[config.mk]
export PLATFORM = sky130hd
export DESIGN_NAME = axis_pkt_rr_arbiter_flat
export DESIGN_NICKNAME = d
export VERILOG_FILES = /design/src/rtl/axis_pkt_rr_arbiter_if.sv /design/src/rtl/axis_pkt_rr_arbiter.sv /design/src/flat_wrapper.sv
export SDC_FILE = /design/constraint.sdc
export NUM_CORES = 1
export LEC_CHECK = 0
export CORE_AREA = 10 10 55 57
export CTS_CLUSTER_DIAMETER = 30
export DETAILED_ROUTE_END_ITERATION = 10
export DIE_AREA = 0 0 65 67
export PLACE_DENSITY = 0.89
export SETUP_SLACK_MARGIN = 0.4
export SYNTH_ARGS = -nofsm -noshare
export SYNTH_HDL_FRONTEND = slang
export SYNTH_SLANG_ARGS = --single-unit
[constraint.sdc]
create_clock -name clk -period 3.8 [get_ports clk]
set_clock_uncertainty 0.05 [all_clocks]
set_input_delay 0.38 -clock clk [delete_from_list [all_inputs] [get_ports clk]]
set_output_delay 0.38 -clock clk [all_outputs]
set_load 0.01 [all_outputs]
[src/rtl/axis_pkt_rr_arbiter_if.sv]
// Stream bundle shared by the packet arbiter and its neighbours: NUM_IN slave
// inputs packed side by side plus the single merged master output.
`timescale 1ns/1ps
interface axis_pkt_rr_arbiter_if #(
    parameter int NUM_IN = 2,
    parameter int DATA_W = 8
);
    logic [NUM_IN*DATA_W-1:0] s_tdata;
    logic [NUM_IN-1:0]        s_tvalid;
    logic [NUM_IN-1:0]        s_tlast;
    logic [NUM_IN-1:0]        s_tready;
    logic [DATA_W-1:0]        m_tdata;
    logic                     m_tvalid;
    logic                     m_tlast;
    logic                     m_tready;

    // Arbiter side: consumes the inputs, drives the merged output.
    modport slave (
        input  s_tdata, s_tvalid, s_tlast, m_tready,
        output s_tready, m_tdata, m_tvalid, m_tlast
    );

    // Environment side: producers and the downstream consumer.
    modport master (
        output s_tdata, s_tvalid, s_tlast, m_tready,
        input  s_tready, m_tdata, m_tvalid, m_tlast
    );
endinterface

[src/rtl/axis_pkt_rr_arbiter.sv]
// Packet-granular round-robin arbiter: one input owns the output stream from
// grant until its tlast beat handshakes, then priority rotates past it.
`timescale 1ns/1ps
module axis_pkt_rr_arbiter #(
    parameter  int NUM_IN    = 2,
    parameter  int DATA_W    = 8,
    parameter  int MAX_BEATS = 256,
    localparam int GW        = (NUM_IN > 1) ? $clog2(NUM_IN) : 1,
    localparam int CW        = $clog2(MAX_BEATS + 1)
) (
    input  logic                    clk,
    input  logic                    reset_n,
    axis_pkt_rr_arbiter_if.slave    bus,
    output logic [GW-1:0]           grant_idx,
    output logic                    busy,
    output logic                    err_overlong
);

    typedef enum logic {IDLE, GRANT} state_t;

    state_t          state, state_nxt;
    logic [GW-1:0]   rr_ptr, rr_ptr_nxt, grant_nxt;
    logic [CW-1:0]   beat_cnt, beat_cnt_nxt;
    logic            err_nxt;
    logic            sel_valid, sel_last;
    logic [DATA_W-1:0] sel_data;

    assign sel_valid = bus.s_tvalid[grant_idx];
    assign sel_last  = bus.s_tlast[grant_idx];
    assign sel_data  = bus.s_tdata[int'(grant_idx)*DATA_W +: DATA_W];
    assign busy      = (state == GRANT);

    always_ff @(posedge clk) begin
        if (!reset_n) begin
            state        <= IDLE;
            rr_ptr       <= '0;
            grant_idx    <= '0;
            beat_cnt     <= '0;
            err_overlong <= 1'b0;
        end else begin
            state        <= state_nxt;
            rr_ptr       <= rr_ptr_nxt;
            grant_idx    <= grant_nxt;
            beat_cnt     <= beat_cnt_nxt;
            err_overlong <= err_nxt;
        end
    end

    always_comb begin
        int  idx;
        logic found;
        idx          = 0;
        found        = 1'b0;
        state_nxt    = state;
        rr_ptr_nxt   = rr_ptr;
        grant_nxt    = grant_idx;
        beat_cnt_nxt = beat_cnt;
        err_nxt      = 1'b0;
        bus.m_tdata  = sel_data;
        bus.m_tvalid = 1'b0;
        bus.m_tlast  = 1'b0;
        bus.s_tready = '0;

        case (state)
            IDLE: begin
                // Search starts at rr_ptr so the last served input is considered last.
                for (int k = 0; k < NUM_IN; k++) begin
                    idx = (int'(rr_ptr) + k) % NUM_IN;
                    if (!found && bus.s_tvalid[idx]) begin
                        found     = 1'b1;
                        grant_nxt = GW'(idx);
                    end
                end
                if (found) state_nxt = GRANT;
            end
            GRANT: begin
                bus.m_tvalid            = sel_valid;
                bus.m_tlast             = sel_last;
                bus.s_tready[grant_idx] = bus.m_tready;
                if (sel_valid && bus.m_tready) begin
                    if (sel_last) begin
                        rr_ptr_nxt   = (grant_idx == GW'(NUM_IN - 1)) ? '0 : grant_idx + GW'(1);
                        beat_cnt_nxt = '0;
                        state_nxt    = IDLE;
                    end else begin
                        // Counter saturates, so the equality below fires once per packet.
                        if (beat_cnt == CW'(MAX_BEATS - 1)) err_nxt = 1'b1;
                        if (beat_cnt != CW'(MAX_BEATS)) beat_cnt_nxt = beat_cnt + CW'(1);
                    end
                end
            end
            default: state_nxt = IDLE;
        endcase
    end

endmodule

[src/flat_wrapper.sv]
// flat-port wrapper written by rule: the top's interface ports become plain ports
module axis_pkt_rr_arbiter_flat 
#(
    parameter  int NUM_IN    = 2,
    parameter  int DATA_W    = 8,
    parameter  int MAX_BEATS = 256,
    localparam int GW        = (NUM_IN > 1) ? $clog2(NUM_IN) : 1,
    localparam int CW        = $clog2(MAX_BEATS + 1)
)
  (clk, reset_n, grant_idx, busy, err_overlong, bus_s_tdata, bus_s_tvalid, bus_s_tlast, bus_m_tready, bus_s_tready, bus_m_tdata, bus_m_tvalid, bus_m_tlast);
  axis_pkt_rr_arbiter_if #(.NUM_IN(NUM_IN), .DATA_W(DATA_W)) bus_i ();
  input  logic clk;
  input  logic reset_n;
  output logic [GW-1:0] grant_idx;
  output logic busy;
  output logic err_overlong;
  input wire logic [$bits(bus_i.s_tdata)-1:0] bus_s_tdata;
  input wire logic [$bits(bus_i.s_tvalid)-1:0] bus_s_tvalid;
  input wire logic [$bits(bus_i.s_tlast)-1:0] bus_s_tlast;
  input wire logic [$bits(bus_i.m_tready)-1:0] bus_m_tready;
  output wire logic [$bits(bus_i.s_tready)-1:0] bus_s_tready;
  output wire logic [$bits(bus_i.m_tdata)-1:0] bus_m_tdata;
  output wire logic [$bits(bus_i.m_tvalid)-1:0] bus_m_tvalid;
  output wire logic [$bits(bus_i.m_tlast)-1:0] bus_m_tlast;
  assign bus_i.s_tdata = bus_s_tdata;
  assign bus_i.s_tvalid = bus_s_tvalid;
  assign bus_i.s_tlast = bus_s_tlast;
  assign bus_i.m_tready = bus_m_tready;
  assign bus_s_tready = bus_i.s_tready;
  assign bus_m_tdata = bus_i.m_tdata;
  assign bus_m_tvalid = bus_i.m_tvalid;
  assign bus_m_tlast = bus_i.m_tlast;
  axis_pkt_rr_arbiter #(.NUM_IN(NUM_IN), .DATA_W(DATA_W), .MAX_BEATS(MAX_BEATS)) u_core (.clk(clk), .reset_n(reset_n), .bus(bus_i), .grant_idx(grant_idx), .busy(busy), .err_overlong(err_overlong));
endmodule
; Word level (Yosys, flattened, before mapping)
; Index checks and enable logic that the tools add are counted.
; Widths: inputs -> output; s select.
[word_totals]
output_inout_bits = 15
reg_bits = 13
word_cells = 58
input_bits = 23
[classes]
n_eq_ne = 2
add_sub_neg = 3
shifts = 1
n_mux = 28
n_reduce_logical = 10
n_bitwise = 5
order_cmp = 4
[op_table]
columns = operator, n
row1 = $mux 1, 23
row2 = $mux 9, 2
row3 = $shiftx 16x5->8, 1
row4 = $add 9x1->9 const B, 1
row5 = $eq 9x8->1 const B, 1
row6 = $ne 9x9->1 const B, 1
row7 = $reduce_and 3->1, 2
row8 = $lt 1x2->1 const B, 2
row9 = $reduce_bool 2->1, 2
row10 = $reduce_or 4->1, 1
row11 = $logic_and 1x1->1, 3
row12 = $lt 2x3->1 const B, 1
row13 = $not 1->1, 3
row14 = $add 1x1->1 const B, 2
row15 = $and 2x2->2, 1
row16 = $mux 2, 1
row17 = $pmux 1 s2, 1
row18 = $reduce_and 2->1, 1
row19 = $and 1x1->1 const A, 1
row20 = $demux 1 s1, 1
row21 = $ge 1x1->1 const B, 1
row22 = $logic_not 1->1, 1

; Logic depth before layout (Yosys ltp)
; Gate-level depths: netlist (run 1).
[logic_depth]
word_depth = 10
ltp_mapped = 7
depth_no_buf = 7

; Worst setup path before layout (run 1)
; No wires, ideal clock.
[synth_path]
kind = register to register
from = register u_core.grant_idx
to = register u_core.beat_cnt[3]
synth_period_minus_slack_ns = 1.776
stages_incl_launch_ff = 6
required_time_ns = 3.677
arrival_ns = 1.653
setup_slack_ns = 2.024
path_buffers = 1
setup_time_ns = 0.073
cell_sequence = dfxtp_1 buf_6 mux2_4 or3_4 or3_1 a21oi_1
[synth_via]
elab_chain_len = 4
word_cells_on_any_way = 8
[synth_lines]
columns = item, line_no
row1 = "start, declared", axis_pkt_rr_arbiter.sv:14  ; output logic [GW-1:0] grant_idx,
row2 = "start signal, assigned", axis_pkt_rr_arbiter.sv:43  ; grant_idx <= grant_nxt;
row3 = "$mux 1, on equally long branches (2 in a row)", "axis_pkt_rr_arbiter.sv:29, axis_pkt_rr_arbiter.sv:28"
row4 = $reduce_bool 2->1 (no line) / $logic_and 1x1->1 (equally long branches), n/a
row5 = $reduce_and 3->1 (no line), n/a
row6 = "end signal, assigned", axis_pkt_rr_arbiter.sv:44  ; beat_cnt <= beat_cnt_nxt;
row7 = "end, declared", axis_pkt_rr_arbiter.sv:23  ; logic [CW-1:0] beat_cnt, beat_cnt_nxt;
; Several ways; a longest one is shown, not always the timed one. The select of a mux whose other input is x is not followed.
; A chain may end at the register's enable or synchronous reset.

; Final worst setup path (run 1)
[layout_path]
from = register u_core.grant_idx
to = output port bus_m_tlast
[layout_via]
elab_chain_len = 3
[layout_lines]
columns = item, line_no
row1 = $mux 1 (not written as such) (2 in a row), axis_pkt_rr_arbiter.sv:29  ; assign sel_last = bus.s_tlast[grant_idx];
row2 = $mux 1, axis_pkt_rr_arbiter.sv:64  ; case (state)
row3 = "end, declared", flat_wrapper.sv:24  ; output wire logic [$bits(bus_i.m_tlast)-1:0] bus_m_tlast;
; Every way passes these cells. The select of a mux whose other input is x is not followed.

==> metrics.cfg, run 1 <==
[pwr]
p_total_uw=315
swShare_pct=26.8
p_comb_share_pct=26.4
p_clk_share_pct=28.1
powerDensity_nw_per_um2=256
power.leakage_nw=0.432
p_int_uw=231
p_switching_uw=84.5
p_seq_share_pct=45.5
ir_drop_v=0.000129

[min_path]
hp-class=flop to flop
holdPathStages=2
hp-start=u_core.beat_cnt[3]
hold_end=u_core.beat_cnt[3]

[setup_path]
cp-start-kind=flop
crit_family=flip-flops
path_class=flop to output pin
path_cells=mux2i_1, nor2_1, clkdlybuf4s50_1
worst_setup_path_end_kind=output pin
required_ps=3370
r2r_cells=4
regToRegSetupSlack_ps=1610
max_stage_delay_ps=730
timing.rr.start=u_core.grant_idx
cp_max_fo=16
crit_buf_inv=1
critPathArrivalTime_ps=2170
r2r_end=u_core.beat_cnt[2]
slowest_stage=dfxtp_1

[cts]
root_buffer=clkbuf_4
cts.clk_slew.worst_paths_ps=80
h-tree-depth=1
clockBufferDepth=2
cts_tree=built
cts.sinks=13
insertion_delay_ps=280
cts_setup_buffers=0
cts_buffers=3
cts_hold_buf=0
cts_resized=0

[layout]
nets=161
area_delta_synth_final_pct=50.2
diodes=0
final_common_cell=clkdlybuf4s50_1
drive_gt1_share_pct=9.70
mostFrequentLayoutCells=clkdlybuf4s50_1, dfxtp_1, mux2_2
finalNonFillerCells=161

[grt]
grt_pass1_wl_um=4230
overflow=0
grt_usage_pct=12.0
antenna_found_initial=0
grt_max_degree=17
grt_pass1_vias=976

[routing]
wl_per_cell_um=16.7
drc=0
ant_nets=0
wl_um=2680
num_vias=926
drt_pre_antenna_iters=6
first_iter_violations=44
via_per_inst=5.75

[sta]
layout_min_cycle_time_ps=2600
worstMarginPinSlew_ps=680
fin_crit_sh_pct=68.3
max_freq_ghz=0.385
setup_tns_ps=0
setup_viol=0
hold_viol=0
rsz0062_at_grt=no
relSlewSlack_pct=54.3
holdWs_ps=476
drv_slew=0

[floorplan]
core_area_um2=1940
start_util_pct=42.3
die_w_um=65
pin_count=38
num_rows=16
die_h_um=67
die_area_um2=4360

[logic_synthesis]
syn_avg_cell_area_um2=8.55
synth.distinct_cells=32
synth_nets=122
synth-seq-area-share_pct=31.7
synth_edf_count=0
netlist_instances=96
synth-async-reset-ratio_pct=0
synth_seq_cells=13
netlist_area_um2=821
yosysWarnings=0
synth_ff_type=dfxtp_1

[job]
maxCapViolations=0

[status]
status=completed

[place]
dp_cells=157
place_congestion=0.949
place.port_buffers=37
place_hpwl_um=2180

==> cell type report <==
cell class | instances | area, um2
Tap cell | 27 | 33.8
Timing Repair Buffer | 37 | 370
Sequential cell | 13 | 260
Fill cell | 175 | 709
Clock buffer | 4 | 26.3
Inverter | 7 | 26.3
Multi-Input combinational cell | 73 | 515
==> state kept, by name, indices dropped and copies added, names as in the netlist <==
signal               flops
u_core.beat_cnt          9
u_core.busy              1
u_core.err_overlong      1
u_core.grant_idx         1
u_core.rr_ptr            1
==> Yosys cell counts (2+ instances only) <==
cell type / count / area share (%)
o21ai_0: 6 / 3.7
nor2_1: 6 / 2.7
ha_1: 3 / 4.6
a31oi_1: 3 / 2.3
nand3b_1: 3 / 2.7
mux2i_1: 2 / 2.4
nor4b_1: 2 / 2.1
nand4b_1: 3 / 3.2
nor3_1: 2 / 1.2
nand3_1: 3 / 1.8
mux2_2: 8 / 11
o31ai_1: 2 / 1.8
a21oi_1: 7 / 4.3
o32ai_1: 2 / 2.1
inv_1: 6 / 2.7
nand2_1: 7 / 3.2
and3_1: 4 / 3.0
dfxtp_1: 13 / 32
==> per-stage QoR <==
stage	util (%)	worst slack, ps	area [um2]
after global placement	62.1	1580	1210
after detailed placement	62.1	1530	1210
final	63.5	1200	1230
after CTS	63.5	1230	1230
after global routing	63.5	1130	1230
after floorplan	-	2020	821
==> routing by layer <==
layer / up-vias / part of all wire [%] / global-route usage, % / wire, um
met1: 433 / 35 / 10.2 / 945
li1: 438 / - / - / -
met2: 50 / 52 / 23.8 / 1390
met3: 5 / 11 / 6.02 / 307
met5: - / 0 / 0 / 0
met4: 0 / 1.5 / 4.01 / 41
==> worst reg2reg max path, stage by stage, from the launching register on <==
cell	delay, ps
dfxtp_1	730
mux2_4	390
nor3_1	570
nand4b_1	170
a31oi_1	200
==> how the worst max path moves through the flow <==
stage / start / cells after the start / to
floorplan: u_core.grant_idx / 5 / u_core.beat_cnt[3]
global placement: bus_s_tlast[1] / 4 / bus_m_tlast
detailed placement: bus_s_tlast[1] / 4 / bus_m_tlast
CTS: u_core.grant_idx / 3 / bus_m_tlast
global route: u_core.grant_idx / 3 / bus_m_tlast
finish: u_core.grant_idx / 3 / bus_m_tlast
==> logic make-up after synthesis <==
logic type	count (synthesis)	share of synthesized area, %
adders and majority gates	3	4.57
buffers and inverters	10	5.49
muxes	11	15.2
AOI/OAI and AO/OA	24	18.4
and+or+nand+nor	35	24.5
DFF	13	31.7
==> power groups by stage <==
stage | logic (mW) | registers (mW) | clock network [mW]
finish | 0.0830 | 0.143 | 0.0886
global route | 0.0892 | 0.144 | 0.0935
CTS | 0.0838 | 0.143 | 0.0899
floorplan | 0.0356 | 0.144 | 0
global placement | 0.0813 | 0.146 | 0
detailed placement | 0.0832 | 0.147 | 0
(Power assumes the default switching activity.)
==> run 2, diff against run 1 <==
--- a/config.mk
+++ b/config.mk
@@ -5,11 +5,11 @@
 export SDC_FILE = /design/constraint.sdc
 export NUM_CORES = 1
 export LEC_CHECK = 0
-export CORE_AREA = 10 10 55 57
+export CORE_AREA = 10 10 57 59
 export CTS_CLUSTER_DIAMETER = 30
 export DETAILED_ROUTE_END_ITERATION = 10
-export DIE_AREA = 0 0 65 67
-export PLACE_DENSITY = 0.89
+export DIE_AREA = 0 0 67 69
+export PLACE_DENSITY = 0.84
 export SETUP_SLACK_MARGIN = 0.4
 export SYNTH_ARGS = -nofsm -noshare
 export SYNTH_HDL_FRONTEND = slang
==> constraint.sdc (replaced) <==
create_clock -name clk -period 2.42 [get_ports clk]
set_clock_uncertainty 0.05 [all_clocks]
set_input_delay 0.242 -clock clk [delete_from_list [all_inputs] [get_ports clk]]
set_output_delay 0.242 -clock clk [all_outputs]
set_load 0.01 [all_outputs]
==> run 2 against run 1 <==
Utilization shrank 3.7 points. First-iteration DRC count grew 20%. Flip-flop and latch count is the same. Combinational power grew 67%. Clock-buffer cell count is the same. Total power grew 58%. Sequential share of layout area shrank 0.57 points. Largest cell class unchanged. Critical path type unchanged. Register-to-register slack lost 1000 ps. Global-route usage shrank 0.49 points. Worst setup slack lost 750 ps.
==> metrics.cfg, run 2 (synthesis gave the netlist of run 1 again) <==
[grt]
overflow=0  ; unchanged
grt_util_met1_pct=12.0  ; +1.8 points
met2_usage_pct=19.8  ; -4.0 points
gr-max-usage-layer=met2
grt_pass1_vias=983  ; +0.72%
grt_usage_pct=11.5  ; -0.49 points
antenna_found_initial=0  ; unchanged
use_met3_pct=4.83  ; -1.2 points
grt_max_degree=11  ; -6
grt_pass1_wl_um=4360  ; +3.1%

[status]
status=completed

[routing]
ant_nets=0  ; unchanged
num_vias=919  ; -0.76%
drt_pre_antenna_iters=4  ; -2
wl_um=2720  ; +1.5%
drc=0  ; unchanged
wl_per_cell_um=16.3  ; -2.2%
first_iter_violations=53  ; +20%
via_per_inst=5.50  ; -4.3%

[layout]
nets=166  ; +3.1%
final_cell_area_um2=1280  ; +4.3%
drive_gt1_share_pct=13.7  ; +4.0 points
final_common_cell=clkdlybuf4s50_1
diodes=0  ; unchanged
finalNonFillerCells=167  ; +3.7%
mostFrequentLayoutCells=clkdlybuf4s50_1, dfxtp_1, mux2_2
area_delta_synth_final_pct=56.6
top_register=u_core.beat_cnt
largest_reg_flops=9  ; unchanged
nFillCells=179  ; +2.3%
fin_util_pct=59.8  ; -3.7 points

[min_path]
hp-class=flop to flop
hp-start=u_core.beat_cnt[8]

[place]
dp_slack_ps=415  ; -1110 ps
place_congestion=0.885  ; -6.8%
dpl-instance-area_um2=1230  ; +2.0%
place_hpwl_um=2170  ; -0.45%
place.port_buffers=37  ; unchanged
dp_cells=161  ; +2.5%

[cts]
cts_tree=built
cts_hold_buf=0  ; unchanged
cts.sinks=13  ; unchanged
cts.clk_slew.worst_paths_ps=80  ; about the same
cts_buffers=3  ; unchanged
clockBufferDepth=2  ; unchanged
root_buffer=clkbuf_4
h-tree-depth=1  ; unchanged
insertion_delay_ps=280  ; about the same

[floorplan]
die_area_um2=4620  ; +6.2%
die_h_um=69  ; +3.0%
core_area_um2=2150  ; +11%
pin_count=38  ; unchanged
start_util_pct=38.2  ; -4.1 points
die_w_um=67  ; +3.1%
num_rows=17  ; +1

[setup_path]
cp_max_fo=8  ; -8
cp-start-kind=flop
path_class=flop to output pin
critPathArrivalTime_ps=1670  ; -500 ps
worst_setup_path_end_kind=output pin
cp-startpoint=u_core.grant_idx
required_ps=2130  ; -1240 ps
timing.rr.start=u_core.grant_idx

[pwr]
ir_drop_v=0.000215  ; +67%
swShare_pct=26.6  ; -0.19 points
powerDensity_nw_per_um2=388  ; +52%
p_comb_share_pct=27.9  ; +1.5 points
p_total_uw=498  ; +58%
p_seq_share_pct=44.6  ; -0.9 points
power.leakage_nw=0.495  ; +15%
p_clk_share_pct=27.5  ; -0.6 points
p_int_uw=366  ; +59%
p_switching_uw=133  ; +57%

[sta]
rsz0062_at_grt=no
layout_min_cycle_time_ps=1960
drv_slew=0  ; unchanged
setup_tns_ps=0  ; unchanged
hold_viol=0  ; unchanged
relSlewSlack_pct=75.1  ; +21 points
max_freq_ghz=0.510
fin_crit_sh_pct=81.1
setup_viol=0  ; unchanged
worstMarginPinSlew_ps=363  ; -317 ps
worst_slack_ps=458  ; -745 ps
holdWs_ps=472  ; -3.96 ps

[job]
maxCapViolations=0  ; unchanged

## run 2: critical path, stage by stage, from the launching register on
cell,delay [ps]
dfxtp_4,400
buf_4,170
mux2_2,340
clkdlybuf4s50_1,480
## run 2: power groups by stage
stage                     Combinational [mW]  Clock, mW  Sequential (mW)
after floorplan                       0.0559          0            0.226
after global placement                 0.134          0            0.228
after detailed placement               0.137          0            0.228
after CTS                              0.138      0.137            0.223
after global routing                   0.148      0.153            0.223
final                                  0.139      0.137            0.222
## run 2: path summary, 6_finish.rpt
kind,to,slack [ps],cells after the start
setup / recovery,bus_m_tdata[6],460,3
hold / removal,u_core.beat_cnt[8],470,2
setup reg to reg,u_core.beat_cnt[3],580,5
hold reg to reg,u_core.beat_cnt[8],470,2
## run 2: cell type report
type | count | area [um2] | share of cell area, %
Multi-Input combinational cell | 73 | 515 | 40.1
Timing Repair Buffer | 42 | 418 | 32.5
Sequential cell | 13 | 264 | 20.5
Tap cell | 28 | 35.0 | 2.73
Clock buffer | 4 | 26.3 | 2.04
Inverter | 7 | 26.3 | 2.04
## run 2: routing by layer
layer / part of all wire, % / wire length, um / vias to the layer above
met2: 51 / 1390 / 45
li1: - / - / 449
met5: 0 / 0 / -
met1: 38 / 1020 / 420
met3: 10 / 272 / 5
met4: 1.4 / 38 / 0
## run 2: repair_timing
action                                  CTS  global route
gates resized for setup                   2             4
buffers inserted                          0             2
endpoints found under the setup margin    8             6
cloned                                    0             0
